File: src/rtl/disp_pkg.sv
// Shared types and width helpers for the display scan multiplexer.
package disp_pkg;

  typedef enum logic [1:0] {IDLE, SHOW, BLANK} state_t;

  function automatic int idx_width(input int ch);
    return (ch > 2) ? $clog2(ch) : 1;
  endfunction

  function automatic int cnt_width(input int period, input int blank);
    int m;
    m = (period > blank) ? period : blank;
    return (m > 2) ? $clog2(m) : 1;
  endfunction

endpackage

File: src/rtl/disp_scan_mux_rr_next.sv
// Combinational round-robin search: first enabled channel strictly after base,
// wrapping around so that base itself is the last candidate.
module rr_next #(
  parameter int CH = 4,
  parameter int IW = 2
) (
  input  logic [CH-1:0] ch_en,
  input  logic [IW-1:0] base,
  output logic [IW-1:0] nxt,
  output logic          found
);

  localparam int SW = IW + 1;

  logic [CH-1:0] win;
  logic [IW-1:0] off;
  logic [SW-1:0] sum;

  // Rotate the mask so bit k of win is channel base+1+k, then take the lowest set bit.
  always_comb begin
    win   = CH'({ch_en, ch_en} >> ({1'b0, base} + SW'(1)));
    off   = '0;
    found = 1'b0;
    for (int k = CH - 1; k >= 0; k--) begin
      if (win[k]) begin
        off   = IW'(k);
        found = 1'b1;
      end
    end
    sum = {1'b0, base} + SW'(1) + {1'b0, off};
    if (sum >= SW'(CH))
      sum = sum - SW'(CH);
    nxt = sum[IW-1:0];
  end

endmodule

File: src/rtl/disp_scan_mux.sv
// Time-multiplexed display driver: scans enabled channels with a dead-time
// blank between them, driving an active-low one-hot select and channel data.
module disp_scan_mux #(
  parameter int N      = 4,
  parameter int CH     = 4,
  parameter int PERIOD = 50000,
  parameter int BLANK  = 2
) (
  input  logic                                clk,
  input  logic                                rst,
  input  logic [N*CH-1:0]                     in,
  input  logic [CH-1:0]                       ch_en,
  output logic [N-1:0]                        out,
  output logic [CH-1:0]                       an,
  output logic [disp_pkg::idx_width(CH)-1:0]  idx
);

  import disp_pkg::*;

  localparam int IW = idx_width(CH);
  localparam int CW = cnt_width(PERIOD, BLANK);

  state_t        state;
  logic [CW-1:0] cnt;
  logic [IW-1:0] base;
  logic [IW-1:0] nxt;
  logic          found;
  logic [N-1:0]  chans [CH];

  for (genvar k = 0; k < CH; k++) begin : g_chan
    assign chans[k] = in[k*N +: N];
  end

  // From IDLE, searching after the top channel yields the lowest enabled one.
  assign base = (state == disp_pkg::IDLE) ? IW'(CH - 1) : idx;

  rr_next #(
    .CH (CH),
    .IW (IW)
  ) u_rr_next (
    .ch_en (ch_en),
    .base  (base),
    .nxt   (nxt),
    .found (found)
  );

  always_ff @(posedge clk) begin
    if (rst) begin
      state <= disp_pkg::IDLE;
      cnt   <= '0;
      idx   <= '0;
      an    <= '1;
      out   <= '0;
    end else begin
      case (state)
        disp_pkg::IDLE: begin
          an  <= '1;
          out <= '0;
          if (found) begin
            state <= disp_pkg::SHOW;
            cnt   <= '0;
            idx   <= nxt;
            an    <= ~(CH'(1) << nxt);
            out   <= chans[nxt];
          end
        end

        disp_pkg::SHOW: begin
          if (!ch_en[idx] || cnt == CW'(PERIOD - 1)) begin
            state <= disp_pkg::BLANK;
            cnt   <= '0;
            an    <= '1;
            out   <= '0;
          end else begin
            cnt <= cnt + CW'(1);
            an  <= ~(CH'(1) << idx);
            out <= chans[idx];
          end
        end

        disp_pkg::BLANK: begin
          an  <= '1;
          out <= '0;
          if (cnt == CW'(BLANK - 1)) begin
            cnt <= '0;
            if (found) begin
              state <= disp_pkg::SHOW;
              idx   <= nxt;
              an    <= ~(CH'(1) << nxt);
              out   <= chans[nxt];
            end else begin
              state <= disp_pkg::IDLE;
            end
          end else begin
            cnt <= cnt + CW'(1);
          end
        end

        default: begin
          state <= disp_pkg::IDLE;
          cnt   <= '0;
          an    <= '1;
          out   <= '0;
        end
      endcase
    end
  end

endmodule

File: config.mk
export PLATFORM = sky130hd
export DESIGN_NAME = disp_scan_mux
export DESIGN_NICKNAME = d
export VERILOG_FILES = /design/src/rtl/disp_pkg.sv /design/src/rtl/disp_scan_mux_rr_next.sv /design/src/rtl/disp_scan_mux.sv
export SDC_FILE = /design/constraint.sdc
export NUM_CORES = 1
export LEC_CHECK = 0
export BUFFER_PORTS_ARGS = -buffer_cell sky130_fd_sc_hd__buf_2
export CAP_MARGIN = 5
export CORE_UTILIZATION = 35
export CTS_BUF_LIST = sky130_fd_sc_hd__clkbuf_4 sky130_fd_sc_hd__clkbuf_8 sky130_fd_sc_hd__clkbuf_16
export CTS_CLUSTER_SIZE = 40
export DETAILED_ROUTE_END_ITERATION = 12
export GPL_ROUTABILITY_DRIVEN = 0
export PLACE_DENSITY_LB_ADDON = 0.1
export SLEW_MARGIN = 40
export SYNTH_ARGS = -nofsm -noshare
export SYNTH_HDL_FRONTEND = slang
export SYNTH_SLANG_ARGS = --single-unit
File: constraint.sdc
create_clock -name clk -period 4.9 [get_ports clk]
set_input_delay 0.49 -clock clk [delete_from_list [all_inputs] [get_ports clk]]
set_output_delay 0.49 -clock clk [all_outputs]
set_load 0.005 [all_outputs]
==> reports/qor.yml <==
floorplan:
  die_h_um: 73.5
  std_cell_rows: 25
  dieArea_um2: 5400
  die_x_um: 73.5
  fp.coreArea_um2: 4820
  start_util_pct: 37.1
  num_io_pins: 32
clock_network:
  tritoncts: "built"
  cts_setup_buffers: 0
  clkTransAtPathRegs_ns: 0.10
  cts-buffers-inserted: 3
  cts.sinks: 28
  cts.path.max_buffers: 2
  postCtsResizedCells: 0
  cts-root-buf: "clkbuf_8"
  clk_latency_ns: 0.27
  h-tree-depth: 1
  holdBufCountCts: 0
global_route:
  gr-usage-met2_pct: 23.3
  grt_overflow: 0
  grt_pass1_vias: 1372
  busiest_layer: "met2"
  grtUsageTotal_pct: 15.6
  gr-usage-met3_pct: 3.29
  grt_pass1_wl_um: 6460
  grt_max_degree: 17
  antenna_found_initial: 0
  grt_util_met1_pct: 22.4
worst_setup_path:
  crit_chain: "inv_1 -> ha_1 -> or2_2 -> o21ai_0 -> a21oi_1 -> o31ai_1 -> ha_1 -> mux2i_1 -> o221ai_1"
  cp-end-kind: "flop"
  crit_buf_inv: 1
  worstSetupPathType: "flop to flop"
  critPathMaxStageDelay_ns: 0.48
  cp.required_ns: 5.05
  worst_ep_arrival_time_ns: 2.86
  crit_path_top_delay_cell: "ha_1"
  path_delay_family: "adder cells"
  path_max_fanout: 11
  start_kind: "flop"
  cp_common_cell: "ha_1"
sta:
  rsz0062_at_grt: "no"
  slew_headroom_pct: 60.8
  slew_viol_final: 0
  tightest_slew_ns: 0.588
  finalClockSkew_ns: 0.00321
  timing.fmax_mhz: 369
  period_needed_ns: 2.71
  post-route-period-util_pct: 55.3
  tns_ns: 0
  hold_violations: 0
  layout_setup_ws_ns: 2.19
  finalSetupViolCount: 0
route:
  drt-total-wl_um: 3840
  ant_nets: 0
  wl_per_cell_um: 13.3
  via_count: 1488
  vias_per_cell: 5.13
  drc: 0
  first_pass_iters: 4
  drt_iter0_drc: 81
power_and_ir_drop:
  swShare_pct: 40.2
  clkPwrFrac_pct: 15.0
  power.density_nw_per_um2: 469
  seq_power_share_pct: 31.6
  switching_power_uw: 386
  leakagePower_nw: 0.798
  p_int_uw: 575
  combPwrFrac_pct: 53.3
  ir_drop_uv: 206
min_path:
  hp-class: "primary input to flop"
cells_and_area:
  final_common_cell: "buf_2"
  num_antenna_cells: 0
  layout-drive-gt1-share_pct: 26.0
  n_fill_cell: 518
  layout_common_cells: "buf_2 (31), dfxtp_1 (28), nor2_1 (22)"
  fin_area_um2: 2050
  syn_to_final_growth_pct: 14.6
  fin_nets: 253
logic_synthesis:
  syn_nets: 224
  ys_ff_latch: 28
  synth_cells: 195
  synth.distinct_cells: 52
  avgSynthCellArea_um2: 9.18
  synth_warnings: 0
  ys.flop_type: "dfxtp_1"
  synth.cell_area_um2: 1790
  synth_edf_count: 0
  yosysSeqAreaShare_pct: 31.3
  synthArstFlopShare_pct: 0
placement:
  dp.final_hpwl_um: 2920
  dp_slack_ns: 2.26
  placed_area_um2: 1990
  port-buffer-count: 31
outcome:
  status: "finished, final reports clean"
run:
  drv_cap: 0
-- Yosys cell counts, types with 2 or more instances --
library cell,number,area (µm²)
o221ai_1,4,35.0
mux2i_1,9,90.1
nor2_1,22,82.6
o21ai_0,3,15.0
o211ai_1,3,22.5
buf_2,2,10.0
nor2_2,4,25.0
xor2_1,9,78.8
a21oi_1,5,25.0
or4_1,2,15.0
nor2b_1,5,31.3
nand3_1,7,35.0
mux4_2,5,113
ha_1,7,87.6
and3_1,3,18.8
nand2_1,19,71.3
nand2b_1,3,18.8
and4_1,2,17.5
nand4_1,4,25.0
xnor2_1,6,52.6
inv_1,7,26.3
nor4_1,3,18.8
o31ai_1,3,22.5
dfxtp_1,28,561
clkbuf_1,3,11.3
-- power groups by stage --
stage	Sequential, mW	Clock [mW]	Combinational, mW
6_report	0.304	0.145	0.513
2_1_floorplan	0.290	0	0.421
4_1_cts	0.305	0.152	0.515
5_1_grt	0.312	0.159	0.570
3_5_place_dp	0.311	0	0.512
3_3_place_gp	0.312	0	0.514
-- per-stage QoR --
step | hold WS [ns] | cells | util [%] | power [mW]
2_1_floorplan | 0.486 | 195 | - | 0.712
3_3_place_gp | 0.523 | 286 | 41.2 | 0.825
3_5_place_dp | 0.526 | 286 | 41.3 | 0.822
4_1_cts | 0.487 | 290 | 42.4 | 0.972
5_1_grt | 0.504 | 290 | 42.6 | 1.04
6_report | 0.496 | 290 | 42.6 | 0.961
-- layout make-up --
type,count,area [µm²],area share [%]
clock buffers,4,55.1,2.68
repair buffers,31,155,7.57
multi-input cells,153,1170,57.0
well taps,67,83.8,4.09
inverters,7,26.3,1.28
flip-flops and latches,28,561,27.3
-- state kept, by name (all words and copies together) (netlist names) --
name / flops
state: 2
an: 4
idx: 2
cnt: 16
out: 4
-- final timing paths --
kind         startpoint      end  slack (ns)  cells past startpoint
max            state[0]   out[3]        2.19                      9
max reg2reg    state[0]   out[3]        2.19                      9
min reg2reg     cnt[13]  cnt[13]        0.55                      2
min                 rst   idx[0]        0.50                      2
-- kinds of logic (layout without fill, tap and decap cells) --
kind of cell	count (synthesis)	count (layout)	share of synthesized area, %
mux	14	14	11.3
xor+xnor	16	16	8.25
buf+inv	14	42	3.99
simple gates	82	82	24.0
compound gates	34	34	16.2
flops	28	28	31.3
fa+ha+maj	7	7	4.89
-- layer usage --
layer / up-vias / wire length [µm]
met5: - / 0
li1: 768 / -
met2: 37 / 1640
met4: 0 / 45
met1: 679 / 1980
met3: 4 / 178
Power figures use the tool's default switching activity.
